`config.mk`:
```
export PLATFORM = sky130hd
export DESIGN_NAME = psum_accumulator
export DESIGN_NICKNAME = d
export VERILOG_FILES = /design/src/rtl/psum_accumulator.sv
export SDC_FILE = /design/constraint.sdc
export NUM_CORES = 1
export LEC_CHECK = 0
export CAP_MARGIN = 20
export CORE_UTILIZATION = 50
export DETAILED_ROUTE_END_ITERATION = 12
export DONT_BUFFER_PORTS = 1
export GPL_TIMING_DRIVEN = 0
export PLACE_DENSITY = 0.64
export SLEW_MARGIN = 20
export SYNTH_ARGS = -nofsm -noshare
export SYNTH_HDL_FRONTEND = slang
export SYNTH_SLANG_ARGS = --single-unit
```
`constraint.sdc`:
```
create_clock -name clk -period 7.53 [get_ports clk]
set_input_delay 0.753 -clock clk [delete_from_list [all_inputs] [get_ports clk]]
set_output_delay 0.753 -clock clk [all_outputs]
set_load 0.01 [all_outputs]
```
`src/rtl/psum_accumulator.sv`:
```
// psum_accumulator: sums adder-tree results over acc_len terms, adds bias,
// then applies shift / ReLU / saturation and queues pixels toward writeback.
module psum_accumulator #(
  parameter int WIDTH      = 32,
  parameter int ACC_WIDTH  = 40,
  parameter int OUT_WIDTH  = 16,
  parameter int LEN_WIDTH  = 16,
  parameter int FIFO_DEPTH = 4
) (
  input  logic                 clk,
  input  logic                 rst,
  input  logic                 start,
  input  logic [LEN_WIDTH-1:0] cfg_acc_len,
  input  logic [LEN_WIDTH-1:0] cfg_out_num,
  input  logic [WIDTH-1:0]     cfg_bias,
  input  logic [4:0]           cfg_shift,
  input  logic                 cfg_relu,
  input  logic [WIDTH-1:0]     indata,
  input  logic                 in_valid,
  output logic                 in_ready,
  output logic [OUT_WIDTH-1:0] out_data,
  output logic                 out_valid,
  input  logic                 out_ready,
  output logic                 busy,
  output logic                 done
);
  localparam int AW = $clog2(FIFO_DEPTH);
  localparam logic [AW:0] FULL_CNT = (AW+1)'(FIFO_DEPTH);
  localparam logic signed [ACC_WIDTH-1:0] SAT_MAX =
    {{(ACC_WIDTH-OUT_WIDTH+1){1'b0}}, {(OUT_WIDTH-1){1'b1}}};
  localparam logic signed [ACC_WIDTH-1:0] SAT_MIN =
    {{(ACC_WIDTH-OUT_WIDTH+1){1'b1}}, {(OUT_WIDTH-1){1'b0}}};

  typedef enum logic [1:0] {IDLE, ACC, DRAIN} state_t;
  state_t state;

  // latched job configuration (lengths stored minus one)
  logic [LEN_WIDTH-1:0] acc_len_m1, out_num_m1;
  logic [WIDTH-1:0]     bias_r;
  logic [4:0]           shift_r;
  logic                 relu_r;

  logic [LEN_WIDTH-1:0] term_cnt, out_cnt;
  logic signed [ACC_WIDTH-1:0] acc, acc_base, acc_next, shifted;
  logic [OUT_WIDTH-1:0] result;

  logic [OUT_WIDTH-1:0] mem [FIFO_DEPTH];
  logic [AW-1:0] wr_ptr, rd_ptr;
  logic [AW:0]   count;
  logic fifo_full, accept, last_term, push, pop;

  assign fifo_full = (count == FULL_CNT);
  assign out_valid = (count != '0);
  assign in_ready  = (state == ACC) && !fifo_full;
  assign busy      = (state != IDLE);
  // DRAIN lasts exactly until the FIFO empties, so this is a one-cycle pulse
  assign done      = (state == DRAIN) && (count == '0);
  assign accept    = in_valid && in_ready;
  assign last_term = (term_cnt == acc_len_m1);
  assign push      = accept && last_term;
  assign pop       = out_valid && out_ready;
  assign out_data  = out_valid ? mem[rd_ptr] : '0;

  // accumulate, then shift / ReLU / saturate the completed sum
  always_comb begin
    acc_base = (term_cnt == '0) ? ACC_WIDTH'($signed(bias_r)) : acc;
    acc_next = acc_base + ACC_WIDTH'($signed(indata));
    shifted  = acc_next >>> shift_r;
    if (relu_r && shifted[ACC_WIDTH-1]) shifted = '0;
    if (shifted > SAT_MAX)      result = SAT_MAX[OUT_WIDTH-1:0];
    else if (shifted < SAT_MIN) result = SAT_MIN[OUT_WIDTH-1:0];
    else                        result = shifted[OUT_WIDTH-1:0];
  end

  // job FSM: config latch, term/output counting, accumulator register
  always_ff @(posedge clk) begin
    if (rst) begin
      state      <= IDLE;
      acc        <= '0;
      term_cnt   <= '0;
      out_cnt    <= '0;
      acc_len_m1 <= '0;
      out_num_m1 <= '0;
      bias_r     <= '0;
      shift_r    <= '0;
      relu_r     <= 1'b0;
    end else begin
      case (state)
        IDLE: if (start) begin
          acc_len_m1 <= (cfg_acc_len == '0) ? '0 : cfg_acc_len - LEN_WIDTH'(1);
          out_num_m1 <= cfg_out_num - LEN_WIDTH'(1);
          bias_r     <= cfg_bias;
          shift_r    <= cfg_shift;
          relu_r     <= cfg_relu;
          term_cnt   <= '0;
          out_cnt    <= '0;
          state      <= (cfg_out_num == '0) ? DRAIN : ACC;
        end
        ACC: if (accept) begin
          acc <= acc_next;
          if (last_term) begin
            term_cnt <= '0;
            out_cnt  <= out_cnt + LEN_WIDTH'(1);
            if (out_cnt == out_num_m1) state <= DRAIN;
          end else begin
            term_cnt <= term_cnt + LEN_WIDTH'(1);
          end
        end
        DRAIN: if (count == '0) state <= IDLE;
        default: state <= IDLE;
      endcase
    end
  end

  // output FIFO pointers and occupancy
  always_ff @(posedge clk) begin
    if (rst) begin
      wr_ptr <= '0;
      rd_ptr <= '0;
      count  <= '0;
    end else begin
      if (push) wr_ptr <= wr_ptr + AW'(1);
      if (pop)  rd_ptr <= rd_ptr + AW'(1);
      case ({push, pop})
        2'b10:   count <= count + (AW+1)'(1);
        2'b01:   count <= count - (AW+1)'(1);
        default: count <= count;
      endcase
    end
  end

  // FIFO storage; contents are don't-care while the entry is not counted
  always_ff @(posedge clk) begin
    if (push) mem[wr_ptr] <= result;
  end
endmodule

```
==> qor.yml, run 1 <==
outcome:
  outcome: "finished clean"
synth:
  syn-instance-count: 1845
  synth_simple_gate_area_share_pct: 20.8
  yosys.cell_types.count: 84
  syn_area_sq_mm: 0.0153
  yosys_warnings: 0
  ys_seq_area_share_pct: 32.7
  synth_seq_cells: 217
  synth_top_family_by_area: "compound AO/OA/AOI/OAI gates"
  synth-compound-area-share_pct: 22.1
  synth_area_per_cell_sq_um: 8.27
  muxShareOfSynthArea_pct: 9.07
  synth_edf_count: 64
  synth-xor-area-share_pct: 6.95
  ys.flop_type: "dfxtp_1"
  async_flop_share_pct: 0
  synth_nets: 2005
  synth_fa_ha_area_share_pct: 4.45
global_routing:
  grt_max_degree: 17
  grt_pass1_vias: 13745
  antenna_found_initial: 1
  grtUsageTotal_pct: 32.0
  grt_pass1_wl_um: 77500
  grt.overflow.total: 0
worst_setup_path:
  cp-start-kind: "flip-flop"
  crit_type: "reg2reg"
  crit_required_ns: 7.76
  cp_slowest_stage_delay_ns: 0.57
  worst_ep_arrival_time_ns: 7.55
  crit_slowest_cell: "a2111oi_2"
  crit_family: "compound AO/OA/AOI/OAI gates"
  path_cells: "inv_1 -> ha_1 -> nor4b_1 -> nand4_1 -> buf_4 -> clkbuf_2 -> mux2_2 -> ha_1 -> clkbuf_1 -> nand4_1 -> or3_1 -> a2111oi_2 -> or3_1 -> xor2_1 -> mux2_2 -> a221o_1 -> a22oi_1 -> o21ai_0 -> or4_1 -> o41ai_4 -> buf_6 -> o31ai_1"
  worst-path-buf-inv: 5
  cp-end-kind: "flip-flop"
  worstPathMaxFanout: 10
drt:
  drtIter0Drc: 1243
  drc_errors: 0
  ant_nets: 0
  viasPerCell: 6.36
  wl_per_cell_um: 22.1
  wirelength_um: 50500
  first_pass_iters: 7
  vias: 14547
floorplanning:
  die_area_sq_mm: 0.0312
  start_util_pct: 51.2
  row_count: 63
  core_sq_mm: 0.0298
  dieHeight_um: 177
  die_w_um: 177
  io_pins: 127
place:
  dp_hpwl_um: 39600
  routabilityCongestion: 0.978
  io_buffers: 0
flow_run:
  cap_violations: 0
clock_tree:
  clockBufferDepth: 3
  hold_buffers: 0
  path_clk_slew_ns: 0.06
  clock_latency_ns: 0.54
  htreeDepth: 1
  cts_buffers: 26
  cts_tree: "built"
  cts_sinks: 217
  root_buffer: "clkbuf_16"
finish:
  final_core_util_pct: 56.1
  layout-drive-gt1-share_pct: 8.65
  syn2layout_area_growth_pct: 9.62
  fin_nets: 2037
power_and_ir_drop:
  p_per_area_mw_per_mm2: 219
  p_leak_nw: 6.13
  ir_drop_mv: 0.167
  total_power_mw: 3.66
sta:
  rsz0062_at_grt: "false"
  fin_crit_ns: 7.33
  setup_violations: 0
  worst_slew_pin_slew_ns: 0.845
  post-route-period-util_pct: 97.3
  max_freq_mhz: 137
  holdWs_ns: 0.311
  final_max_slew_viol_count: 0
  hold_viol: 0
  fin_skew_ns: 0.0110
  relSlewSlack_pct: 43.7
worst_hold_path:
  min_path_type: "in2reg"
metal layers:
metal / track usage [%] / wire length (um) / share of wire (%) / vias to the layer above
met1: 42.1 / 22000 / 43 / 7009
met2: 54.1 / 23600 / 47 / 587
li1: - / - / - / 6838
met3: 4.02 / 3220 / 6.4 / 113
met4: 10.5 / 1790 / 3.5 / 0
met5: 0 / 0 / 0 / -
area by class of cell:
type	count	area, sq um
flip-flops and latches	217	4980
clock buffers	37	702
multi-input cells	1470	9790
plain buffers	124	480
clock inverters	9	118
repair buffers	6	41.3
well taps	390	488
fillers	2790	13100
diodes	1	2.50
inverters	32	120
Yosys cell counts (9+ instances only):
master | instances | area (sq um)
inv_1 | 31 | 116
and3_1 | 10 | 62.6
xnor2_1 | 33 | 289
buf_1 | 17 | 63.8
nand2b_1 | 11 | 68.8
a21oi_1 | 165 | 826
a211oi_1 | 41 | 308
nor3_1 | 32 | 160
mux2_2 | 40 | 450
clkbuf_1 | 108 | 405
o211ai_1 | 25 | 188
and2_1 | 30 | 188
nand3_1 | 24 | 120
xor2_1 | 88 | 771
a22oi_1 | 9 | 67.6
edfxtp_1 | 64 | 1920
nand4_1 | 35 | 219
a21o_1 | 24 | 180
dfxtp_1 | 153 | 3060
or3_1 | 23 | 144
o31ai_1 | 20 | 150
o21ai_1 | 13 | 65.1
nor2_1 | 199 | 747
nand2_1 | 268 | 1010
mux2i_1 | 28 | 280
a31oi_1 | 14 | 87.6
ha_1 | 51 | 638
nor4_1 | 20 | 125
o211a_1 | 10 | 100
o21ai_0 | 72 | 360
mux4_2 | 29 | 653
layout by cell type (no fill, tap or decap), types with 25 or more instances in the layout:
| master | instances |
|---|---|
| nand4_1 | 35 |
| edfxtp_1 | 64 |
| dfxtp_1 | 153 |
| mux2i_1 | 27 |
| nor3_1 | 31 |
| xor2_1 | 84 |
| o21ai_0 | 71 |
| inv_1 | 31 |
| ha_1 | 51 |
| a211oi_1 | 41 |
| a21oi_1 | 165 |
| mux4_2 | 29 |
| nor2_1 | 198 |
| clkbuf_1 | 110 |
| o211ai_1 | 25 |
| clkbuf_16 | 26 |
| nand2_1 | 268 |
| and2_1 | 30 |
| xnor2_1 | 33 |
| mux2_2 | 40 |
kinds of logic after synthesis:
| logic type | count (synthesis) |
|---|---|
| adders and majority gates | 53 |
| buffers and inverters | 158 |
| DFF | 217 |
| xor gates and xnor gates | 121 |
| and+or+nand+nor | 695 |
| AOI/OAI and AO/OA | 504 |
| muxes | 97 |
sequential cells by signal (all words and copies together), names as in the netlist, named ones only:
| register | count |
|---|---|
| term_cnt | 16 |
| out_cnt | 16 |
| acc_len_m1 | 16 |
| state | 2 |
| relu_r | 1 |
| mem | 64 |
| bias_r | 32 |
| shift_r | 5 |
| wr_ptr | 2 |
| count | 3 |
| acc | 40 |
| out_num_m1 | 16 |
| rd_ptr | 2 |
metrics by stage:
stage / std cells / setup slack [ns] / TNS, ns / cell area, sq um
after floorplan: 1845 / 1.30 / 0 / 15300
after global placement: 2235 / -0.766 / -33.66 / 15700
after detailed placement: 2236 / -0.760 / -29.57 / 15700
after CTS: 2282 / 0.00661 / 0 / 16600
after global routing: 2286 / 0.0312 / 0 / 16700
final: 2286 / 0.205 / 0 / 16700
report_power, final:
part | switching [mW] | internal, mW
sequential | 0.0315 | 1.27
clock | 0.498 | 0.719
combinational | 0.754 | 0.391
total | 1.28 | 2.38
worst paths after layout:
| check | from | cells after the start | slack (ns) | end |
|---|---|---|---|---|
| worst max register to register | term_cnt[0] | 22 | 0.20 | mem[1][4] |
| worst min-delay path | cfg_out_num[0] | 1 | 0.31 | out_num_m1[0] |
| worst min register to register | bias_r[17] | 2 | 0.45 | bias_r[17] |
| worst max-delay path | term_cnt[0] | 22 | 0.20 | mem[1][4] |
timing repair:
| item | CTS | global route |
|---|---|---|
| gates resized for setup | 13 | 17 |
| hold endpoints to repair | 0 | 0 |
| setup endpoints to repair | 60 | 60 |
| pin swaps | 0 | 4 |
| setup buffers | 0 | 5 |
Note: power is estimated with default switching activity, not from simulation.
==> inputs of run 2 (changes only) <==
Settings changed: PLACE_DENSITY 0.64 to 0.67.
Clock period 7.53 ns to 6 ns, I/O delays scaled along.
==> run 2 against run 1 <==
Net effect: the flow now finishes with violations (setup timing); sequential power rose by 25%; final cell count is 0.92% higher; core utilization increased by 3.3 points; die area is the same; largest cell class unchanged; clock skew rose by 0.0039 ns; routed wire length rose by 1.9%; critical endpoint is now mem[0][4]; final area grew 6.0%.
==> qor.yml, run 2 (same netlist as run 1, synthesis figures left out) <==
global_routing:
  grt_max_degree: 17
  grt_pass1_vias: 14192
  grt.overflow.total: 0
  grt_pass1_wl_um: 78500
  grtUsageTotal_pct: 32.4
  antenna_found_initial: 1
finish:
  largest_register_ffs: 64
  num-fill-cells: 2744
  final_cells: 2307
  top_regs: "mem (64), acc (40), bias_r (32)"
  fin_nets: 2057
  syn2layout_area_growth_pct: 16.1
  regMostFlops: "mem"
  final_area_sq_mm: 0.0177
  final_cell_mix: "nand2_1, nor2_1, a21oi_1"
  layout-drive-gt1-share_pct: 15.1
  final_core_util_pct: 59.5
  layout_commonest_cell: "nand2_1"
sta:
  worst_slew_pin_slew_ns: 0.890
  max_freq_mhz: 159
  fin_skew_ns: 0.0149
  rsz0062_at_grt: "true"
  fin_crit_ns: 6.28
  post-route-period-util_pct: 105
  holdWs_ns: 0.172
  relSlewSlack_pct: 40.6
  final_max_slew_viol_count: 0
  setup_slack_ns: -0.285
  hold_viol: 0
  setup_violations: 60
worst_hold_path:
  min_path_type: "in2reg"
outcome:
  outcome: "finished with violations"
  failed_checks: "setup timing"
floorplanning:
  start_util_pct: 51.2
  io_pins: 127
  row_count: 63
  die_w_um: 177
  dieHeight_um: 177
  die_area_sq_mm: 0.0312
  core_sq_mm: 0.0298
worst_setup_path:
  worstPathMaxFanout: 5
  cp_slowest_stage_delay_ns: 0.50
  crit_slowest_cell: "o41a_1"
  worst_ep_arrival_time_ns: 6.55
  crit_required_ns: 6.26
  cp_common_cell: "buf_6"
  cp-start-kind: "flip-flop"
  cp-end-kind: "flip-flop"
  crit_type: "reg2reg"
clock_tree:
  cts_buffers: 25
  htreeDepth: 1
  root_buffer: "clkbuf_16"
  clockBufferDepth: 3
  path_clk_slew_ns: 0.06
  cts_sinks: 217
  cts_tree: "built"
  clock_latency_ns: 0.54
  hold_buffers: 0
drt:
  vias: 14868
  wirelength_um: 51500
  drc_errors: 0
  viasPerCell: 6.44
  wl_per_cell_um: 22.3
  first_pass_iters: 7
  ant_nets: 0
  drtIter0Drc: 1435
place:
  io_buffers: 0
  routabilityCongestion: 0.999
  dp_hpwl_um: 39400
  dp.cells: 2235
  place_area_sq_mm: 0.0158
power_and_ir_drop:
  power_frac_comb_pct: 34.0
  switching_share_pct: 34.9
  p_seq_share_pct: 33.5
  p_int_mw: 3.17
  pwr-share-clk_pct: 32.4
  p_leak_nw: 6.50
  p_per_area_mw_per_mm2: 275
  p_switching_mw: 1.70
  ir_drop_mv: 0.244
flow_run:
  cap_violations: 0
[run 2: cell types whose count changed in the layout (fill, tap and decap cells not counted), moves of 5 or more]
cell,before,now
a21oi_1,165,154
a21oi_2,1,10
buf_4,5,39
buf_6,1,10
clkbuf_1,110,83
ha_1,51,40
ha_2,0,7
o21ai_0,71,60
o21ai_2,0,9
o31ai_1,11,6
o31ai_2,9,0
o31ai_4,0,14
[run 2: repair_timing]
action                                 CTS  global route
pin swaps                               23            24
buffers inserted                        30            15
endpoints found under the hold margin    0             0
gates cloned                             1             0
resized for setup                       96            82
setup endpoints to repair               60            60
[run 2: layout make-up]
type | instances | area, sq um | area share [%]
multi-input combinational | 1470 | 10400 | 58.8
sequential | 217 | 4990 | 28.2
clock buffer | 35 | 714 | 4.03
tap | 390 | 488 | 2.75
buffer | 105 | 462 | 2.61
timing repair buffer | 46 | 379 | 2.14
clock inverter | 10 | 136 | 0.770
inverter | 32 | 125 | 0.706
antenna | 2 | 5.00 | 0.0282
[run 2: final timing paths]
check / startpoint / endpoint / slack, ns / cells after the start
worst max-delay path: term_cnt[1] / mem[0][4] / -0.28 / 26
worst min-delay path: cfg_out_num[0] / out_num_m1[0] / 0.17 / 1
worst max register to register: term_cnt[1] / mem[0][4] / -0.28 / 26
worst min register to register: bias_r[17] / bias_r[17] / 0.45 / 2
[run 2: through the flow]
stage	TNS (ns)	setup slack (ns)	total power, mW
2_1_floorplan	0	0.0233	2.62
3_3_place_gp	-114.87	-2.13	3.00
3_5_place_dp	-113.99	-1.97	3.02
4_1_cts	-23.57	-0.408	4.74
5_1_grt	-23.97	-0.418	5.05
6_report	-16.17	-0.285	4.87
[run 2: per-layer routing]
layer,routed length [um],global-route usage (%),part of all wire [%],vias up
met3,3920,4.55,7.6,140
met5,0,0,0,-
met1,22000,43.3,43,7168
met2,23400,52.5,45,683
li1,-,-,-,6877
met4,2200,13.0,4.3,0
[run 2: worst max-delay path: cells and delay by family, from the launching register on]
family	cells	cell delay (ns)
AND/OR/NAND/NOR	3	0.46
adder cells (fa/ha/maj)	3	0.62
AO/OA/AOI/OAI	11	3.03
flip-flops	1	0.35
multiplexers	2	0.55
buffers and inverters	7	0.97
[run 2: power by group through the flow]
stage          clock [mW]  combinational [mW]  sequential, mW
5_1_grt              1.65                1.76            1.64
4_1_cts              1.59                1.51            1.63
3_5_place_dp            0                1.36            1.66
3_3_place_gp            0                1.34            1.66
2_1_floorplan           0               0.977            1.65
6_report             1.58                1.66            1.63
